### src/rtl/quad_pkg.sv
// rtl/quad_pkg.sv - shared types and Gray-step classification for the quadrature decoder.
package quad_pkg;

  typedef logic [1:0] quad_state_t;

  typedef enum logic {
    INIT,
    TRACK
  } quad_fsm_t;

  typedef enum logic [1:0] {
    STEP_NONE,
    STEP_FWD,
    STEP_REV,
    STEP_ILLEGAL
  } quad_step_t;

  // Forward order is 00 -> 01 -> 11 -> 10 -> 00; any other single-bit change is reverse.
  function automatic quad_step_t quad_decode(input quad_state_t prev, input quad_state_t cur);
    quad_step_t step;
    step = STEP_NONE;
    if (prev != cur) begin
      if ((prev ^ cur) == 2'b11) begin
        step = STEP_ILLEGAL;
      end else begin
        case ({prev, cur})
          4'b0001, 4'b0111, 4'b1110, 4'b1000: step = STEP_FWD;
          default:                            step = STEP_REV;
        endcase
      end
    end
    return step;
  endfunction

endpackage

### src/rtl/quad_input_filter.sv
// rtl/quad_input_filter.sv - per-channel 2-flop synchronizer with optional stability filter.
// Filter compiled in by QUADRATURE_DECODER_FILTER_EN.
module quad_input_filter
`ifdef QUADRATURE_DECODER_FILTER_EN
  #(
    parameter int FILTER_CYCLES = 4
  )
`endif
  (
    input  logic clk,
    input  logic reset,
    input  logic din,
    output logic dout
  );

  logic sync1_q, sync1_d;
  logic sync2_q, sync2_d;

  always_comb begin
    sync1_d = din;
    sync2_d = sync1_q;
  end

  always_ff @(posedge clk or posedge reset) begin
    if (reset) begin
      sync1_q <= 1'b0;
      sync2_q <= 1'b0;
    end else begin
      sync1_q <= sync1_d;
      sync2_q <= sync2_d;
    end
  end

`ifdef QUADRATURE_DECODER_FILTER_EN
  localparam logic [7:0] CNT_LAST = 8'(FILTER_CYCLES - 1);

  logic [7:0] cnt_q, cnt_d;
  logic       acc_q, acc_d;

  // The accepted value moves only after FILTER_CYCLES consecutive disagreeing samples.
  always_comb begin
    cnt_d = cnt_q;
    acc_d = acc_q;
    if (sync2_q == acc_q) begin
      cnt_d = 8'd0;
    end else if (cnt_q == CNT_LAST) begin
      acc_d = sync2_q;
      cnt_d = 8'd0;
    end else begin
      cnt_d = cnt_q + 8'd1;
    end
  end

  always_ff @(posedge clk or posedge reset) begin
    if (reset) begin
      cnt_q <= 8'd0;
      acc_q <= 1'b0;
    end else begin
      cnt_q <= cnt_d;
      acc_q <= acc_d;
    end
  end

  assign dout = acc_q;
`else
  assign dout = sync2_q;
`endif

endmodule

### src/rtl/quadrature_decoder.sv
// rtl/quadrature_decoder.sv - quadrature step decoder with position, direction and error count.
// Optional input glitch filter enabled by QUADRATURE_DECODER_FILTER_EN.
module quadrature_decoder #(
  parameter int POS_WIDTH     = 32,
  parameter int FILTER_CYCLES = 4
) (
  input  logic                 clk,
  input  logic                 reset,
  input  logic                 enc_a,
  input  logic                 enc_b,
  input  logic                 pos_clear,
  output logic                 state_change,
  output logic                 direction,
  output logic [POS_WIDTH-1:0] position,
  output logic                 error,
  output logic [15:0]          error_count
);
  import quad_pkg::*;

`ifdef QUADRATURE_DECODER_FILTER_EN
  localparam int SETTLE = 2 + FILTER_CYCLES;
`else
  localparam int SETTLE = 2;
`endif
  localparam int SETTLE_W = $clog2(2 + FILTER_CYCLES + 1);

  logic        a_acc, b_acc;
  quad_state_t cur;

`ifdef QUADRATURE_DECODER_FILTER_EN
  quad_input_filter #(.FILTER_CYCLES(FILTER_CYCLES)) u_filt_a (
    .clk(clk), .reset(reset), .din(enc_a), .dout(a_acc)
  );
  quad_input_filter #(.FILTER_CYCLES(FILTER_CYCLES)) u_filt_b (
    .clk(clk), .reset(reset), .din(enc_b), .dout(b_acc)
  );
`else
  quad_input_filter u_filt_a (
    .clk(clk), .reset(reset), .din(enc_a), .dout(a_acc)
  );
  quad_input_filter u_filt_b (
    .clk(clk), .reset(reset), .din(enc_b), .dout(b_acc)
  );
`endif

  assign cur = {a_acc, b_acc};

  quad_fsm_t             state_q, state_d;
  quad_state_t           prev_q, prev_d;
  logic [SETTLE_W-1:0]   settle_q, settle_d;
  logic                  state_change_q, state_change_d;
  logic                  direction_q, direction_d;
  logic [POS_WIDTH-1:0]  position_q, position_d;
  logic                  error_q, error_d;
  logic [15:0]           error_count_q, error_count_d;
  quad_step_t            step;

  always_comb begin
    state_d        = state_q;
    prev_d         = prev_q;
    settle_d       = settle_q;
    state_change_d = 1'b0;
    direction_d    = direction_q;
    position_d     = position_q;
    error_d        = 1'b0;
    error_count_d  = error_count_q;
    step           = quad_decode(prev_q, cur);

    case (state_q)
      INIT: begin
        // Sample cur one edge after SETTLE so the synchronizer/filter output has fully propagated.
        if (settle_q == SETTLE_W'(SETTLE)) begin
          prev_d  = cur;
          state_d = TRACK;
        end else begin
          settle_d = settle_q + 1'b1;
        end
      end
      TRACK: begin
        prev_d = cur;
        case (step)
          STEP_FWD: begin
            position_d     = position_q + POS_WIDTH'(1);
            direction_d    = 1'b1;
            state_change_d = 1'b1;
          end
          STEP_REV: begin
            position_d     = position_q - POS_WIDTH'(1);
            direction_d    = 1'b0;
            state_change_d = 1'b1;
          end
          STEP_ILLEGAL: begin
            error_d = 1'b1;
            if (error_count_q != 16'hFFFF) begin
              error_count_d = error_count_q + 16'd1;
            end
          end
          default: ;
        endcase
      end
      default: state_d = INIT;
    endcase

    if (pos_clear) begin
      position_d = '0;
    end
  end

  always_ff @(posedge clk or posedge reset) begin
    if (reset) begin
      state_q        <= INIT;
      prev_q         <= 2'b00;
      settle_q       <= '0;
      state_change_q <= 1'b0;
      direction_q    <= 1'b0;
      position_q     <= '0;
      error_q        <= 1'b0;
      error_count_q  <= 16'd0;
    end else begin
      state_q        <= state_d;
      prev_q         <= prev_d;
      settle_q       <= settle_d;
      state_change_q <= state_change_d;
      direction_q    <= direction_d;
      position_q     <= position_d;
      error_q        <= error_d;
      error_count_q  <= error_count_d;
    end
  end

  assign state_change = state_change_q;
  assign direction    = direction_q;
  assign position     = position_q;
  assign error        = error_q;
  assign error_count  = error_count_q;

endmodule

### config.mk
export PLATFORM = sky130hd
export DESIGN_NAME = quadrature_decoder
export DESIGN_NICKNAME = d
export VERILOG_FILES = /design/src/rtl/quad_pkg.sv /design/src/rtl/quad_input_filter.sv /design/src/rtl/quadrature_decoder.sv
export SDC_FILE = /design/constraint.sdc
export NUM_CORES = 1
export LEC_CHECK = 0
export CAP_MARGIN = 5
export CORE_UTILIZATION = 57
export CTS_BUF_LIST = sky130_fd_sc_hd__clkbuf_4 sky130_fd_sc_hd__clkbuf_8
export DETAILED_ROUTE_END_ITERATION = 8
export GPL_TIMING_DRIVEN = 0
export PLACE_DENSITY_LB_ADDON = 0.12
export SYNTH_ARGS = -nofsm -noshare
export SYNTH_HDL_FRONTEND = slang
export SYNTH_SLANG_ARGS = --single-unit
### constraint.sdc
create_clock -name clk -period 5.6 [get_ports clk]
set_clock_uncertainty 0.15 [all_clocks]
set_input_delay 0.84 -clock clk [delete_from_list [all_inputs] [get_ports clk]]
set_output_delay 0.84 -clock clk [all_outputs]
set_load 0.02 [all_outputs]
==> results of run 1 <==
## per-stage QoR
stage          utilization, %  area [um^2]
6_report                 73.4         5040
4_1_cts                  73.4         5040
2_1_floorplan               -         4110
5_1_grt                  73.4         5040
3_5_place_dp             70.3         4830
3_3_place_gp             69.7         4780
## flip-flops by register name (all words and copies together) (netlist names)
name	cells
position	32
u_filt_b.sync1_q	1
state_change	1
direction	1
u_filt_b.dout	1
settle_q	3
u_filt_a.dout	1
prev_q	2
error_count	16
state_q	1
u_filt_a.sync1_q	1
error	1
## worst min path at each step
stage | end
after floorplan | u_filt_a.dout$_DFF_PP0_
after global placement | u_filt_a.dout$_DFF_PP0_
after detailed placement | u_filt_a.dout$_DFF_PP0_
after CTS | u_filt_a.dout$_DFF_PP0_
after global routing | u_filt_a.dout$_DFF_PP0_
final | u_filt_a.dout$_DFF_PP0_
## power by group through the flow
stage | sequential (mW) | clock [mW] | combinational, mW
4_1_cts | 0.548 | 0.429 | 0.538
2_1_floorplan | 0.610 | 0 | 0.283
3_3_place_gp | 0.554 | 0 | 0.510
3_5_place_dp | 0.555 | 0 | 0.533
5_1_grt | 0.556 | 0.449 | 0.591
6_report | 0.549 | 0.425 | 0.541
## worst max-delay path, cell delays in order, from the launching register on
cell	delay [ns]
dfrtp_1	0.36
buf_2	0.16
mux2i_1	0.12
o21ai_0	0.31
ha_1	0.77
ha_1	0.42
nor2b_1	0.15
o21a_1	0.18
o21ai_0	0.43
a211oi_1	0.15
a31oi_1	0.37
a211oi_1	0.14
o22ai_1	0.31
xor2_1	0.12
a211oi_1	0.25
## area by class of cell
class | count | share of cell area, %
multi-input combinational | 369 | 48.9
clock inverter | 6 | 1.39
sequential | 61 | 30.3
tap | 96 | 2.38
buffer | 17 | 1.32
timing repair buffer | 57 | 11.9
inverter | 15 | 1.12
clock buffer | 10 | 2.73
## layout by cell type (no fill, tap or decap), drive strengths merged, types with 12 or more instances in the layout
| master | instances |
|---|---|
| nand2 | 66 |
| dfrtp | 61 |
| clkdlybuf4s50 | 55 |
| a21oi | 51 |
| ha | 35 |
| nor2 | 31 |
| xnor2 | 28 |
| clkbuf | 24 |
| inv | 17 |
| o21ai | 16 |
| xor2 | 14 |
| a21o | 14 |
| nand3 | 14 |
| a211oi | 12 |
## kinds of logic (layout without fill, tap and decap cells)
group                    after synthesis  in the layout  synth area share [%]
flip-flops                            61             61                  37.1
multiplexers                           5              5                  1.31
XOR/XNOR                              42             42                  8.94
buffers and inverters                 32            105                  2.98
adder cells (fa/ha/maj)               36             36                  11.1
AND/OR/NAND/NOR                      157            157                  18.1
AO/OA/AOI/OAI                        129            129                  20.4
## layer usage
metal	vias to the layer above	global-route usage [%]	share of wire [%]
met2	123	49.5	48
met4	0	13.5	2.5
met5	-	0	0
met1	1751	38.0	44
met3	25	5.78	5.7
li1	1787	-	-
## cells in the mapped netlist, types with 3 or more instances
cell / instances / area (um^2)
a211oi_1: 11 / 82.6
a21o_1: 14 / 105
a21oi_1: 49 / 245
a31oi_1: 4 / 25.0
and3_1: 6 / 37.5
clkbuf_1: 14 / 52.6
dfrtp_1: 61 / 1530
ha_1: 35 / 438
inv_1: 15 / 56.3
mux2_2: 3 / 33.8
nand2_1: 66 / 248
nand2b_1: 3 / 18.8
nand3_1: 13 / 65.1
nand4_1: 6 / 37.5
nor2_1: 31 / 116
nor2b_1: 7 / 43.8
nor3_1: 4 / 20.0
nor3b_1: 5 / 37.5
nor4_1: 3 / 18.8
o211ai_1: 5 / 37.5
o21a_1: 10 / 75.1
o21ai_0: 14 / 70.1
xnor2_1: 28 / 245
xor2_1: 14 / 123
==> results.toml, run 1 <==
[placement]
placed_cells = 615
pre_cts_ws_ns = 1.31
gp_congestion = 0.937
hpwlAfterDp_mm = 7.47
io_buffers = 55

[synth]
syn_area_um2 = 4110
synth_area_per_cell_um2 = 8.90
ys_seq_area_share_pct = 37.1
synth.distinct_cells = 53
synth_seq_cells = 61
ys_async_sr_fraction_pct = 100
synth_edf_count = 0
yosys_warnings = 0
postSynthCellCount = 462
synth_flop_cell = "dfrtp_1"
syn-num-nets = 503

[power]
clockPowerShare_pct = 28.1
power.density_nw_per_um2 = 301
total_power_mw = 1.51
switching_power_mw = 0.571
leakage_nw = 2.26
intPower_mw = 0.944
ir_drop_uv = 321
swShare_pct = 37.7
combPwrFrac_pct = 35.7
p_seq_share_pct = 36.2

[setup_path]
cp-endpoint = "position[30]$_DFFE_PP0P_"
r2r_cells = 14
path_max_fanout = 19
r2r_end = "position[30]$_DFFE_PP0P_"
end_kind = "register"
regToRegSetupSlack_ns = 1.12
required_ns = 5.71
r2r_start = "u_filt_b.dout$_DFF_PP0_"
setup.worst_path.class = "register to register"
crit_arrival_ns = 4.59
crit_start = "u_filt_b.dout$_DFF_PP0_"
start_kind = "register"

[hold_path]
holdCritStartpoint = "u_filt_a.sync1_q$_DFF_PP0_"
hold_depth = 0
holdCritPathClass = "register to register"

[floorplanning]
fp.dieW_um = 87.0
initial_utilization_pct = 59.9
die_y_um = 87.0
core.rowCount = 30
ios = 56
die_area_um2 = 7560
core_area_um2 = 6870

[timing]
relSlewSlack_pct = 37.9
max_freq_mhz = 223
holdWs_ns = 0.203
hold_viol_final = 0
rsz0062_at_grt = "no"
finalSetupTns_ns = 0
setup_slack_ns = 1.12
period_minus_slack_ns = 4.48
drv_slew = 0
fin_crit_sh_pct = 80.1
worstMarginPinSlew_ns = 0.921
setup_violations = 0

[drt]
vias = 3686
routedWlPerCell_um = 16.5
drcViolationCount = 0
routed_wl_mm = 10.4
ant_nets = 0
viasPerCell = 5.84
drt_iter0_drc = 229
first_pass_iters = 5

[cts]
cts_tree = "built"
numCtsBuffers = 9
cts_setup_buffers = 0
clockBufferDepth = 2
cts_root_buffer = "clkbuf_8"
cts.repair.resized = 0
insertion_delay_ns = 0.35
cts.clk_slew.worst_paths_ns = 0.08
htreeDepth = 3
cts-hold-fix-buffers = 0
clkSinkCount = 61

[run]
cap_viol_max_count = 0

[grt]
grt_pass1_wl_mm = 17.3
track_usage_pct = 29.9
grt_pass1_vias = 3641
antenna_found_initial = 0
grt_overflow_total = 0
grt_max_degree = 40

[layout]
n_fill_cell = 522
diodes = 0
nNetsFinal = 571
multiInputGateArea_um2 = 2460
area_growth_syn_to_layout_pct = 22.5
ff_latch_area_um2 = 1530
drive_gt1_share_pct = 5.98
fin_cells = 631

[outcome]
status = "finished clean"
Power figures use the tool's default switching activity.
==> inputs of run 2 (changes only) <==
CORE_UTILIZATION = 52   (was 57)
clock period = 4.1 ns   (was 5.6 ns; I/O delays follow)
==> run 2 against run 1 <==
  * Flip-flop and latch count unchanged
  * Non-clock buffer count is 1 higher
  * Core utilization decreased by 7.4 points
  * Final cell count increased by 1.1%
  * Routed wire length is 4.9% lower
  * Sequential power rose by 36%
  * Setup slack got worse by 0.89 ns
  * Count of clock-buffer cells in the layout unchanged
  * First-iteration DRC count decreased by 11%
  * Register-to-register slack lost 0.89 ns
  * Total power grew 34%
  * Combinational power is 35% higher
  * Critical path type unchanged
==> results.toml, run 2 (synthesis results as in run 1) <==
[outcome]
status = "finished clean"

[setup_path]
regToRegSetupSlack_ns = 0.23
r2r_end = "position[31]$_DFFE_PP0P_"
end_kind = "register"
crit_arrival_ns = 3.92
r2r_cells = 16
setup.worst_path.class = "register to register"
r2r_start = "u_filt_b.dout$_DFF_PP0_"
start_kind = "register"
required_ns = 4.15
path_max_fanout = 24

[drt]
viasPerCell = 5.72
vias = 3652
first_pass_iters = 5
routed_wl_mm = 9.93
drcViolationCount = 0
ant_nets = 0
routedWlPerCell_um = 15.6
drt_iter0_drc = 204

[hold_path]
holdCritPathClass = "register to register"
hold_depth = 0
holdCritStartpoint = "u_filt_a.sync1_q$_DFF_PP0_"
hold_end = "u_filt_a.dout$_DFF_PP0_"

[layout]
diodes = 0
largest_reg_flops = 32
nNetsFinal = 572
final_common_cell = "nand2_1"
fin_cells = 638
final_cell_mix = "nand2_1 (66), dfrtp_1 (61), clkdlybuf4s50_1 (55), a21oi_1 (48), ha_1 (32)"
utilization_pct = 65.9
drive_gt1_share_pct = 7.09
area_growth_syn_to_layout_pct = 23.2

[cts]
insertion_delay_ns = 0.34
cts_tree = "built"
numCtsBuffers = 9
clkSinkCount = 61
htreeDepth = 3
clockBufferDepth = 2
cts.clk_slew.worst_paths_ns = 0.07
cts_root_buffer = "clkbuf_8"

[timing]
max_freq_mhz = 258
period_minus_slack_ns = 3.87
finalSetupTns_ns = 0
setup_violations = 0
hold_viol_final = 0
drv_slew = 0
relSlewSlack_pct = 39.6
fin_crit_sh_pct = 94.5
holdWs_ns = 0.200
rsz0062_at_grt = "no"
worstMarginPinSlew_ns = 0.897

[floorplanning]
die_area_um2 = 8270
initial_utilization_pct = 53.5
core_area_um2 = 7690
core.rowCount = 32
fp.dieW_um = 90.9
die_y_um = 90.9
ios = 56

[power]
total_power_mw = 2.03
power.density_nw_per_um2 = 400
leakage_nw = 2.26
ir_drop_uv = 368

[grt]
grt_max_degree = 35
grt_pass1_vias = 3530
antenna_found_initial = 0
grt_pass1_wl_mm = 16.8
track_usage_pct = 25.5
grt_overflow_total = 0

[run]
cap_viol_max_count = 0

[placement]
hpwlAfterDp_mm = 7.31
gp_congestion = 0.875
placed_cells = 621
io_buffers = 55
## run 2: cell count changes in the layout (fill, tap and decap cells not counted), moves of 2 or more
cell / previous run / this run
ha_1: 35 / 32
clkinv_2: 0 / 2
ha_2: 0 / 2
inv_6: 2 / 0
o21ai_0: 14 / 12
## run 2: area by class of cell
class	instances	area (um^2)
Clock inverter	6	63.8
Inverter	15	56.3
Fill cell	664	2620
Tap cell	102	128
Clock buffer	10	131
Buffer	17	66.3
Sequential cell	61	1530
Multi-Input combinational cell	369	2490
Timing Repair Buffer	58	606
## run 2: per-stage QoR
step           instance area (um^2)  setup slack [ns]
6_report                       5070             0.226
5_1_grt                        5070            0.0510
4_1_cts                        5040            0.0539
3_5_place_dp                   4840            -0.136
3_3_place_gp                   4790            -0.714
2_1_floorplan                  4110             0.156
## run 2: per-layer routing
layer  routed length (um)  track usage, %
met1                 4550            33.6
met2                 4780            43.0
met3                  448            5.11
met4                  145            6.48
met5                    0               0
## run 2: report_power, final
part | internal [mW] | leakage, nW | switching (mW)
Clock | 0.286 | 0.0957 | 0.257
Sequential | 0.674 | 0.797 | 0.0751
Combinational | 0.318 | 1.37 | 0.415
## run 2: critical path, stage by stage (launching register included)
cell      delay [ns]
dfrtp_1         0.36
buf_2           0.16
nor2b_1         0.14
o21ai_1         0.17
o21ai_2         0.11
ha_4            0.23
buf_16          0.18
ha_1            0.40
and4_4          0.26
o2111a_1        0.20
a21oi_1         0.07
a21bo_1         0.27
o31a_1          0.33
a211oi_2        0.24
mux2i_1         0.25
xnor2_1         0.14
nor2_1          0.06
## run 2: worst max path at each step
stage / start / to / slack, ns / cells after the start
after floorplan: u_filt_b.dout$_DFF_PP0_ / position[28]$_DFFE_PP0P_ / 0.16 / 15
after CTS: u_filt_b.dout$_DFF_PP0_ / position[28]$_DFFE_PP0P_ / 0.05 / 15
final: u_filt_b.dout$_DFF_PP0_ / position[31]$_DFFE_PP0P_ / 0.23 / 16
after global routing: u_filt_b.dout$_DFF_PP0_ / position[31]$_DFFE_PP0P_ / 0.05 / 16
after detailed placement: u_filt_b.dout$_DFF_PP0_ / position[28]$_DFFE_PP0P_ / -0.14 / 15
after global placement: u_filt_b.dout$_DFF_PP0_ / position[28]$_DFFE_PP0P_ / -0.71 / 15
## run 2: repair_timing
item,CTS,global route
resized for setup,1,8
buffers inserted,0,1
pin swaps,0,1
endpoints found under the setup margin,8,10
hold buffers,0,0
